### src/rtl/mmio_uart_tx.sv
// mmio_uart_tx
//   Memory-mapped 8N1 UART transmitter hanging off the CPU store bus.
//   Bytes stored to TXDATA are queued in a small FIFO.
//   A bit-serial FSM drains the FIFO onto tx, sending back-to-back frames
//   with no idle gap while the FIFO still holds data.
//
// Register window (16 bytes at BASE_ADDR, offset = Mem_WrAddr[3:2]):
//   0x0 TXDATA  write: push Mem_WrData[7:0]; read: 0
//   0x4 STATUS  read : [0] busy, [1] full, [2] empty, [3] overflow (sticky),
//                      [15:8] FIFO count
//               write: Mem_WrData[3]=1 clears overflow
//   0x8, 0xC    read 0, writes ignored
//
// Ports:
//   clk         system clock
//   reset       synchronous, active-high
//   MemWrite    store strobe from the CPU
//   Mem_WrAddr  load/store byte address
//   Mem_WrData  store data
//   io_sel      combinational window decode
//   io_rdata    combinational read data (0 when io_sel=0)
//   tx          registered serial output, idles high
module mmio_uart_tx #(
  parameter logic [31:0] BASE_ADDR    = 32'h0000_2000,
  parameter int          CLKS_PER_BIT = 16,
  parameter int          FIFO_DEPTH   = 4
) (
  input  logic        clk,
  input  logic        reset,
  input  logic        MemWrite,
  input  logic [31:0] Mem_WrAddr,
  input  logic [31:0] Mem_WrData,
  output logic        io_sel,
  output logic [31:0] io_rdata,
  output logic        tx
);

  localparam int PW = $clog2(FIFO_DEPTH);
  localparam int CW = PW + 1;
  localparam int BW = $clog2(CLKS_PER_BIT);
  localparam logic [BW-1:0] BIT_LAST = BW'(CLKS_PER_BIT - 1);

  localparam logic [1:0] S_IDLE  = 2'd0;
  localparam logic [1:0] S_START = 2'd1;
  localparam logic [1:0] S_DATA  = 2'd2;
  localparam logic [1:0] S_STOP  = 2'd3;

  logic [1:0]    state_q, state_d;
  logic [BW-1:0] bit_cnt_q, bit_cnt_d;
  logic [2:0]    bit_idx_q, bit_idx_d;
  logic [7:0]    shift_q, shift_d;
  logic          tx_q, tx_d;
  logic [PW-1:0] wr_ptr_q, wr_ptr_d;
  logic [PW-1:0] rd_ptr_q, rd_ptr_d;
  logic [CW-1:0] count_q, count_d;
  logic          ovf_q, ovf_d;

  logic [7:0]    fifo_mem [FIFO_DEPTH];

  logic [1:0]    offset;
  logic          fifo_full;
  logic          fifo_empty;
  logic          push_req;
  logic          push;
  logic          pop;
  logic          ovf_clr;
  logic          bit_last;
  logic          busy;
  logic [7:0]    count8;
  logic [7:0]    fifo_head;

  // Address bits below the word and data bits above the byte have no meaning here.
  logic unused_bits;
  assign unused_bits = ^{Mem_WrData[31:8], Mem_WrAddr[1:0]};

  // ---------------------------------------------------------------- decode
  assign offset     = Mem_WrAddr[3:2];
  assign io_sel     = (Mem_WrAddr[31:4] == BASE_ADDR[31:4]);
  assign fifo_full  = (count_q == CW'(FIFO_DEPTH));
  assign fifo_empty = (count_q == '0);
  assign push_req   = MemWrite && io_sel && (offset == 2'd0);
  // A push into a full FIFO is dropped even if the FSM pops on the same edge.
  assign push       = push_req && !fifo_full;
  assign ovf_clr    = MemWrite && io_sel && (offset == 2'd1) && Mem_WrData[3];
  assign busy       = (state_q != S_IDLE);
  assign count8     = 8'(count_q);
  assign fifo_head  = fifo_mem[rd_ptr_q];
  assign tx         = tx_q;

  // ------------------------------------------------------------ read mux
  always_comb begin
    io_rdata = 32'h0;
    if (io_sel && (offset == 2'd1)) begin
      io_rdata = {16'h0, count8, 4'h0, ovf_q, fifo_empty, fifo_full, busy};
    end
  end

  // ---------------------------------------------------------- transmit FSM
  assign bit_last = (bit_cnt_q == BIT_LAST);

  always_comb begin
    state_d   = state_q;
    bit_cnt_d = bit_cnt_q;
    bit_idx_d = bit_idx_q;
    shift_d   = shift_q;
    tx_d      = tx_q;
    pop       = 1'b0;
    case (state_q)
      S_IDLE: begin
        bit_cnt_d = '0;
        bit_idx_d = 3'd0;
        tx_d      = 1'b1;
        if (!fifo_empty) begin
          pop     = 1'b1;
          shift_d = fifo_head;
          state_d = S_START;
          tx_d    = 1'b0;
        end
      end
      S_START: begin
        bit_cnt_d = bit_cnt_q + BW'(1);
        if (bit_last) begin
          bit_cnt_d = '0;
          bit_idx_d = 3'd0;
          state_d   = S_DATA;
          tx_d      = shift_q[0];
        end
      end
      S_DATA: begin
        bit_cnt_d = bit_cnt_q + BW'(1);
        if (bit_last) begin
          bit_cnt_d = '0;
          if (bit_idx_q == 3'd7) begin
            state_d = S_STOP;
            tx_d    = 1'b1;
          end else begin
            // Shift register always presents the current bit at [0].
            bit_idx_d = bit_idx_q + 3'd1;
            shift_d   = {1'b0, shift_q[7:1]};
            tx_d      = shift_q[1];
          end
        end
      end
      S_STOP: begin
        bit_cnt_d = bit_cnt_q + BW'(1);
        tx_d      = 1'b1;
        if (bit_last) begin
          bit_cnt_d = '0;
          if (!fifo_empty) begin
            // Chain straight into the next frame with no idle gap.
            pop     = 1'b1;
            shift_d = fifo_head;
            state_d = S_START;
            tx_d    = 1'b0;
          end else begin
            state_d = S_IDLE;
          end
        end
      end
      default: begin
        state_d = S_IDLE;
        tx_d    = 1'b1;
      end
    endcase
  end

  // ------------------------------------------------------ FIFO bookkeeping
  always_comb begin
    wr_ptr_d = wr_ptr_q;
    rd_ptr_d = rd_ptr_q;
    count_d  = count_q;
    ovf_d    = ovf_q;
    if (push) begin
      wr_ptr_d = wr_ptr_q + PW'(1);
    end
    if (pop) begin
      rd_ptr_d = rd_ptr_q + PW'(1);
    end
    case ({push, pop})
      2'b10:   count_d = count_q + CW'(1);
      2'b01:   count_d = count_q - CW'(1);
      default: count_d = count_q;
    endcase
    // Setting beats clearing when both happen on one edge.
    if (ovf_clr) begin
      ovf_d = 1'b0;
    end
    if (push_req && fifo_full) begin
      ovf_d = 1'b1;
    end
  end

  always_ff @(posedge clk) begin
    if (push) begin
      fifo_mem[wr_ptr_q] <= Mem_WrData[7:0];
    end
  end

  always_ff @(posedge clk) begin
    if (reset) begin
      state_q   <= S_IDLE;
      bit_cnt_q <= '0;
      bit_idx_q <= 3'd0;
      shift_q   <= 8'h00;
      tx_q      <= 1'b1;
      wr_ptr_q  <= '0;
      rd_ptr_q  <= '0;
      count_q   <= '0;
      ovf_q     <= 1'b0;
    end else begin
      state_q   <= state_d;
      bit_cnt_q <= bit_cnt_d;
      bit_idx_q <= bit_idx_d;
      shift_q   <= shift_d;
      tx_q      <= tx_d;
      wr_ptr_q  <= wr_ptr_d;
      rd_ptr_q  <= rd_ptr_d;
      count_q   <= count_d;
      ovf_q     <= ovf_d;
    end
  end

endmodule
### config.mk
export PLATFORM = sky130hd
export DESIGN_NAME = mmio_uart_tx
export DESIGN_NICKNAME = d
export VERILOG_FILES = /design/src/rtl/mmio_uart_tx.sv
export SDC_FILE = /design/constraint.sdc
export NUM_CORES = 1
export LEC_CHECK = 0
export ABC_AREA = 1
export CAP_MARGIN = 5
export CORE_MARGIN = 8
export CORE_UTILIZATION = 47
export CTS_BUF_LIST = sky130_fd_sc_hd__clkbuf_4 sky130_fd_sc_hd__clkbuf_8
export CTS_CLUSTER_SIZE = 24
export DETAILED_ROUTE_END_ITERATION = 10
export PLACE_DENSITY = 0.86
export SYNTH_ARGS = -nofsm -noshare
export SYNTH_HDL_FRONTEND = slang
export SYNTH_SLANG_ARGS = --single-unit
### constraint.sdc
create_clock -name clk -period 2.57 [get_ports clk]
set_input_delay 0.3855 -clock clk [delete_from_list [all_inputs] [get_ports clk]]
set_output_delay 0.3855 -clock clk [all_outputs]
set_load 0.005 [all_outputs]
==> metrics.csv, run 1 <==
metric,value,unit
total_die_area,9210,um^2
cts-hold-fix-buffers,0,
outcome,"finished, final reports clean",
holdCritPathClass,flop to flop,
port_buffers,49,
grt_max_degree,18,
dpl.cell_count,463,
pre_cts_slack,-1.55,ps
final.setup_skew,5.71,ps
reg2reg_depth,14,
arrival,2070,ps
edff_count_synth,32,
hold_viol,0,
timing.critical_path.mode_cell,sky130_fd_sc_hd__nor2_1,
reg2reg_to,count_q[2],
total_area_of_multi_input_combinational_cells,1220,um^2
routed_via_density,5.07,
routed-via-count,2432,
timing.final.crit_period,2450,ps
timing.final.max_slew_violations,0,
top_level_i_o_count,101,
final.period_utilization,0.955,
summed_negative_setup_slack_over_all_endpoints,0,ps
register_area,1520,um^2
yosys_most_used_dff,sky130_fd_sc_hd__edfxtp_1,
syn_area_per_cell,8.86,um^2
p_per_area,848,nW/um^2
final.fill_count,527,
finish.instance_area,3760,um^2
detail_route.drc_violations,0,
seq_area_frac_synth,0.506,
cp.required,2180,ps
number_of_drc_markers_after_the_initial_detailed_route_iteration,190,
design.final.nets,479,
antenna_left,0,
number_of_synthesized_register_bits,60,
power.static_leakage,1.56,nW
cts_num_sinks,60,
slowest_library_cell_on_the_worst_path,sky130_fd_sc_hd__clkdlybuf4s50_1,
initial_utilization,0.479,
ff2ff_setup_slack,200,ps
initial_antenna_violation_count,0,
wl_per_cell,13.6,um
hpwl,4840,um
crit_type,input pin to output pin,
cts_tree,yes,
remaining_max_slew_budget_at_the_tightest_pin,0.637,
finalSetupViolCount,0,
floorplan.rows,29,
hold_depth,1,
syn2layout_area_growth,25.0,%
antennaDiodeCount,0,
max-cap-violations,0,
cp_slowest_stage_delay,520,ps
grt_first_pass_wirelength,10700,um
clk-insertion-delay-late,330,ps
gr-usage-all-layers,0.149,
worst_pin_slew,543,ps
post_dp_cell_area,3490,um^2
rr_startpoint,bit_cnt_q[0],
critical_path.max_fanout,7,
grt_pass1_vias,2476,
syn-instance-count,339,
hold_path_startpoint,count_q[0],
yosys.cell_types.count,35,
mostFrequentLayoutCells,"sky130_fd_sc_hd__nor2_1 (60), sky130_fd_sc_hd__clkdlybuf4s50_1 (46), sky130_fd_sc_hd__nand2_1 (39), sky130_fd_sc_hd__o21ai_0 (34), sky130_fd_sc_hd__edfxtp_1 (32)",
post_route_cells_drive_above_1_share,0.0868,
least_setup_slack_across_all_paths_after_layout,116,ps
irDropWorstVdd,0.000356,V
detail_route.first_pass.iterations,4,
root_buffer,sky130_fd_sc_hd__clkbuf_8,
overflow,0,
async_set_or_reset_register_ratio_after_synthesis,0,
post_synth_instance_area,3000,um^2
max-clock-path-buffers,2,
critPathLaunchType,input pin,
floorplan.die.width,96.0,um
worstPathCellList,clkdlybuf4s50_1 > inv_1 > nor2_1 > nand2_1 > nor2_1 > nand2_1 > nor2_4 > nand2_4 > nor2_1 > clkdlybuf4s50_1,
postRouteWirelength,6540,um
final_cell_count_no_fill,480,
die_height,96.0,um
cts_buffers,9,
hold-path-endpoint,count_q[0],
coreArea,6280,um^2
clk_transition_reported_paths,60,ps
routabilityCongestion,0.782,
worst_setup_path_end_kind,output pin,
number_of_warnings_printed_during_yosys_synthesis,0,
cts.htree.levels,3,
final_common_cell,sky130_fd_sc_hd__nor2_1,
post-layout-total-power,0.00319,W
clock.fmax,408,MHz
-- cells in the mapped netlist (all sizes together) (3+ instances only) --
| cell | number | share of area |
|---|---|---|
| a21oi | 25 | 0.042 |
| buf | 30 | 0.075 |
| clkbuf | 3 | 0.0071 |
| dfxtp | 28 | 0.19 |
| edfxtp | 32 | 0.32 |
| ha | 13 | 0.054 |
| inv | 31 | 0.039 |
| nand2 | 41 | 0.052 |
| nand3 | 14 | 0.028 |
| nor2 | 63 | 0.082 |
| o21ai | 40 | 0.068 |
| o22ai | 6 | 0.012 |
-- layer usage --
metal	routed length [um]	global-route usage
met1	2520	0.155
met2	3340	0.264
met3	601	0.0593
met4	78	0.0589
met5	0	0
-- worst max-delay path: cells and delay by family --
| kind | cells | cell delay (ps) |
|---|---|---|
| and+or+nand+nor | 7 | 670 |
| buffers and inverters | 3 | 1000 |
-- stage by stage --
step | hold WS (ps) | util
finish | 455 | 0.598
global route | 482 | 0.598
CTS | 459 | 0.593
detailed placement | 449 | 0.556
global placement | 429 | 0.556
floorplan | 418 | -
-- cells by family (layout without fill, tap and decap cells) --
| family | count (synthesis) | count (layout) | share of synthesized area |
|---|---|---|---|
| AO/OA/AOI/OAI | 74 | 74 | 0.130 |
| XOR/XNOR | 2 | 2 | 0.00583 |
| buffers and inverters | 65 | 105 | 0.122 |
| flip-flops | 60 | 60 | 0.506 |
| adder cells (fa/ha/maj) | 14 | 14 | 0.0608 |
| AND/OR/NAND/NOR | 123 | 123 | 0.173 |
| other | 1 | 25 | 0.00125 |
-- area by class of cell --
cell class | instances | area share
Clock buffer | 10 | 0.0350
Clock inverter | 6 | 0.0273
Inverter | 32 | 0.0323
Multi-Input combinational cell | 238 | 0.326
Sequential cell | 60 | 0.405
Tap cell | 77 | 0.0256
Timing Repair Buffer | 57 | 0.149
-- state kept, by name (all words and copies together), names as in the netlist, named ones only --
name and flops:
ovf_q 1, shift_q 8, bit_cnt_q 4, bit_idx_q 3
fifo_mem 32, state_q 2, tx 1, count_q 3
rd_ptr_q 2, wr_ptr_q 2
-- report_power, final --
group / total (W) / switching, W / internal, W
registers: 0.00118 / 0.0000685 / 0.00111
logic: 0.00101 / 0.000648 / 0.000365
clock network: 0.000993 / 0.000346 / 0.000647
-- worst max path at each step --
| stage | startpoint | to | slack, ps | depth (start not counted) |
|---|---|---|---|---|
| floorplan | bit_cnt_q[0] | count_q[2] | 480 | 14 |
| global placement | Mem_WrAddr[13] | io_rdata[1] | 40 | 10 |
| detailed placement | Mem_WrAddr[30] | count_q[2] | -2 | 13 |
| CTS | Mem_WrAddr[13] | io_rdata[1] | 3 | 10 |
| global route | Mem_WrAddr[7] | io_rdata[0] | -0.6 | 9 |
| finish | Mem_WrAddr[13] | io_rdata[0] | 120 | 10 |
-- timing repair --
item | CTS | global route
setup buffers | 0 | 1
endpoints found under the setup margin | 0 | 8
resized for setup | 0 | 11
endpoints found under the hold margin | 0 | 0
Note: power is estimated with default switching activity, not from simulation.
==> run 2, diff against run 1 <==
--- a/config.mk
+++ b/config.mk
@@ -13,6 +13,7 @@
 export CTS_CLUSTER_SIZE = 24
 export DETAILED_ROUTE_END_ITERATION = 10
 export PLACE_DENSITY = 0.86
+export SETUP_SLACK_MARGIN = 0.4
 export SYNTH_ARGS = -nofsm -noshare
 export SYNTH_HDL_FRONTEND = slang
 export SYNTH_SLANG_ARGS = --single-unit
==> metrics.csv, run 2 (synthesis gave the netlist of run 1 again) <==
metric,value,unit
routed_via_density,5.14,
number_of_drc_markers_after_the_initial_detailed_route_iteration,184,
path_delay_family,buffers and inverters,
detail_route.first_pass.iterations,4,
floorplan.die.width,96.0,um
cts_buffers,9,
syn2layout_area_growth,30.3,%
grt_max_degree,18,
critPathLaunchType,input pin,
timing.final.crit_period,2280,ps
top_level_i_o_count,101,
cts-hold-fix-buffers,0,
postRouteWirelength,7050,um
clk_transition_reported_paths,70,ps
finalSetupViolCount,0,
cp_slowest_stage_delay,460,ps
rr_startpoint,bit_cnt_q[1],
initial_antenna_violation_count,0,
wl_per_cell,14.5,um
antennaDiodeCount,0,
routabilityCongestion,0.782,
routed-via-count,2491,
min_hold_slack,458,ps
antenna_left,0,
clock.fmax,438,MHz
grt_pass1_vias,2519,
cts_num_sinks,60,
coreArea,6280,um^2
post_route_cells_drive_above_1_share,0.164,
remaining_max_slew_budget_at_the_tightest_pin,0.660,
max-cap-violations,0,
final_cell_count_no_fill,485,
flip_flop_count_of_the_largest_register_all_copies_and_words_added,32,
cp.required,2830,ps
worst_setup_path_end_kind,flop,
initial_utilization,0.479,
max-clock-path-buffers,2,
hold_path_startpoint,count_q[0],
timing.critical_path.mode_cell,sky130_fd_sc_hd__a21oi_2,
clk-insertion-delay-late,330,ps
final.period_utilization,0.888,
arrival,2550,ps
timing.final.max_slew_violations,0,
critical_path_buf_inv_count,4,
mostFrequentLayoutCells,"sky130_fd_sc_hd__nor2_1 (55), sky130_fd_sc_hd__nand2_1 (38), sky130_fd_sc_hd__o21ai_0 (34), sky130_fd_sc_hd__edfxtp_1 (32), sky130_fd_sc_hd__inv_1 (27)",
gr-usage-all-layers,0.154,
cts_tree,yes,
power.static_leakage,1.74,nW
overflow,0,
holdCritPathClass,flop to flop,
dpl.cell_count,463,
grt_first_pass_wirelength,10900,um
detail_route.drc_violations,0,
design.final.nets,484,
largest_register,fifo_mem,
total_die_area,9210,um^2
hold_viol,0,
p_per_area,850,nW/um^2
cts.htree.levels,3,
unrepaired_setup_endpoints_after_global_routing,yes,
worstPathCellList,clkdlybuf4s50_1 > nor2_1 > and2_1 > nand2_2 > nor2_4 > buf_6 > nand3_2 > ha_4 > inv_2 > fa_2 > a21oi_2 > o21ai_2 > buf_4 > a21oi_2,
critical_path.max_fanout,3,
timing.critical_path.from,Mem_WrAddr[29],
floorplan.rows,29,
irDropWorstVdd,0.000380,V
slowest_library_cell_on_the_worst_path,sky130_fd_sc_hd__clkdlybuf4s50_1,
worst_pin_slew,509,ps
post-layout-total-power,0.00333,W
final_core_util,0.624,
hpwl,4840,um
root_buffer,sky130_fd_sc_hd__clkbuf_8,
port_buffers,49,
crit_type,input pin to flop,
final_common_cell,sky130_fd_sc_hd__nor2_1,
layout_top_registers,"fifo_mem (32), shift_q (8), bit_cnt_q (4)",
final.setup_skew,6.47,ps
outcome,"finished, final reports clean",
die_height,96.0,um
run 2: final cells by class:
cell class,instances,area [um^2]
inverter,32,121
fill,502,2360
timing repair buffer,62,612
clock buffer,10,131
tap,77,96.3
clock inverter,6,103
sequential,60,1530
multi-input combinational,238,1330
run 2: routing by layer:
layer	GRT usage	up-vias	wire [um]	part of all wire
met5	0	-	0	0
met1	0.160	1162	2600	0.37
met4	0.0730	0	121	0.017
li1	-	1205	-	-
met3	0.0538	11	668	0.095
met2	0.270	113	3660	0.52
run 2: path summary, 6_finish.rpt:
path / cells after the start / slack (ps) / end
worst max register to register: 14 / 310 / count_q[2]
worst min-delay path: 1 / 460 / count_q[0]
worst min register to register: 1 / 460 / count_q[0]
worst max-delay path: 14 / 290 / count_q[2]
run 2: repair_timing:
action,4_1_cts,5_1_grt
pin swaps,5,30
setup endpoints to repair,13,19
buffers inserted,3,3
gates resized for setup,41,48
run 2: stage by stage:
stage / TNS (ps) / setup WS [ps] / instance area [um^2]
5_1_grt: 0 / 179 / 3920
2_1_floorplan: 0 / 480 / 3090
3_5_place_dp: -1.55 / -1.55 / 3490
6_report: 0 / 288 / 3920
3_3_place_gp: 0 / 40.4 / 3490
4_1_cts: 0 / 263 / 3770
run 2: worst reg2reg max path, delay by kind of cell, from the launching register on:
kind | cells | cell delay, ps
AO/OA/AOI/OAI | 3 | 450
adder cells (fa/ha/maj) | 3 | 700
buffers and inverters | 4 | 390
flip-flops | 1 | 350
AND/OR/NAND/NOR | 4 | 320
run 2: report_power, final:
part | internal (W) | total (W) | switching (W) | leakage, nW
registers | 0.00111 | 0.00118 | 0.0000696 | 0.517
logic | 0.000426 | 0.00115 | 0.000720 | 1.10
clock network | 0.000647 | 0.000999 | 0.000352 | 0.119
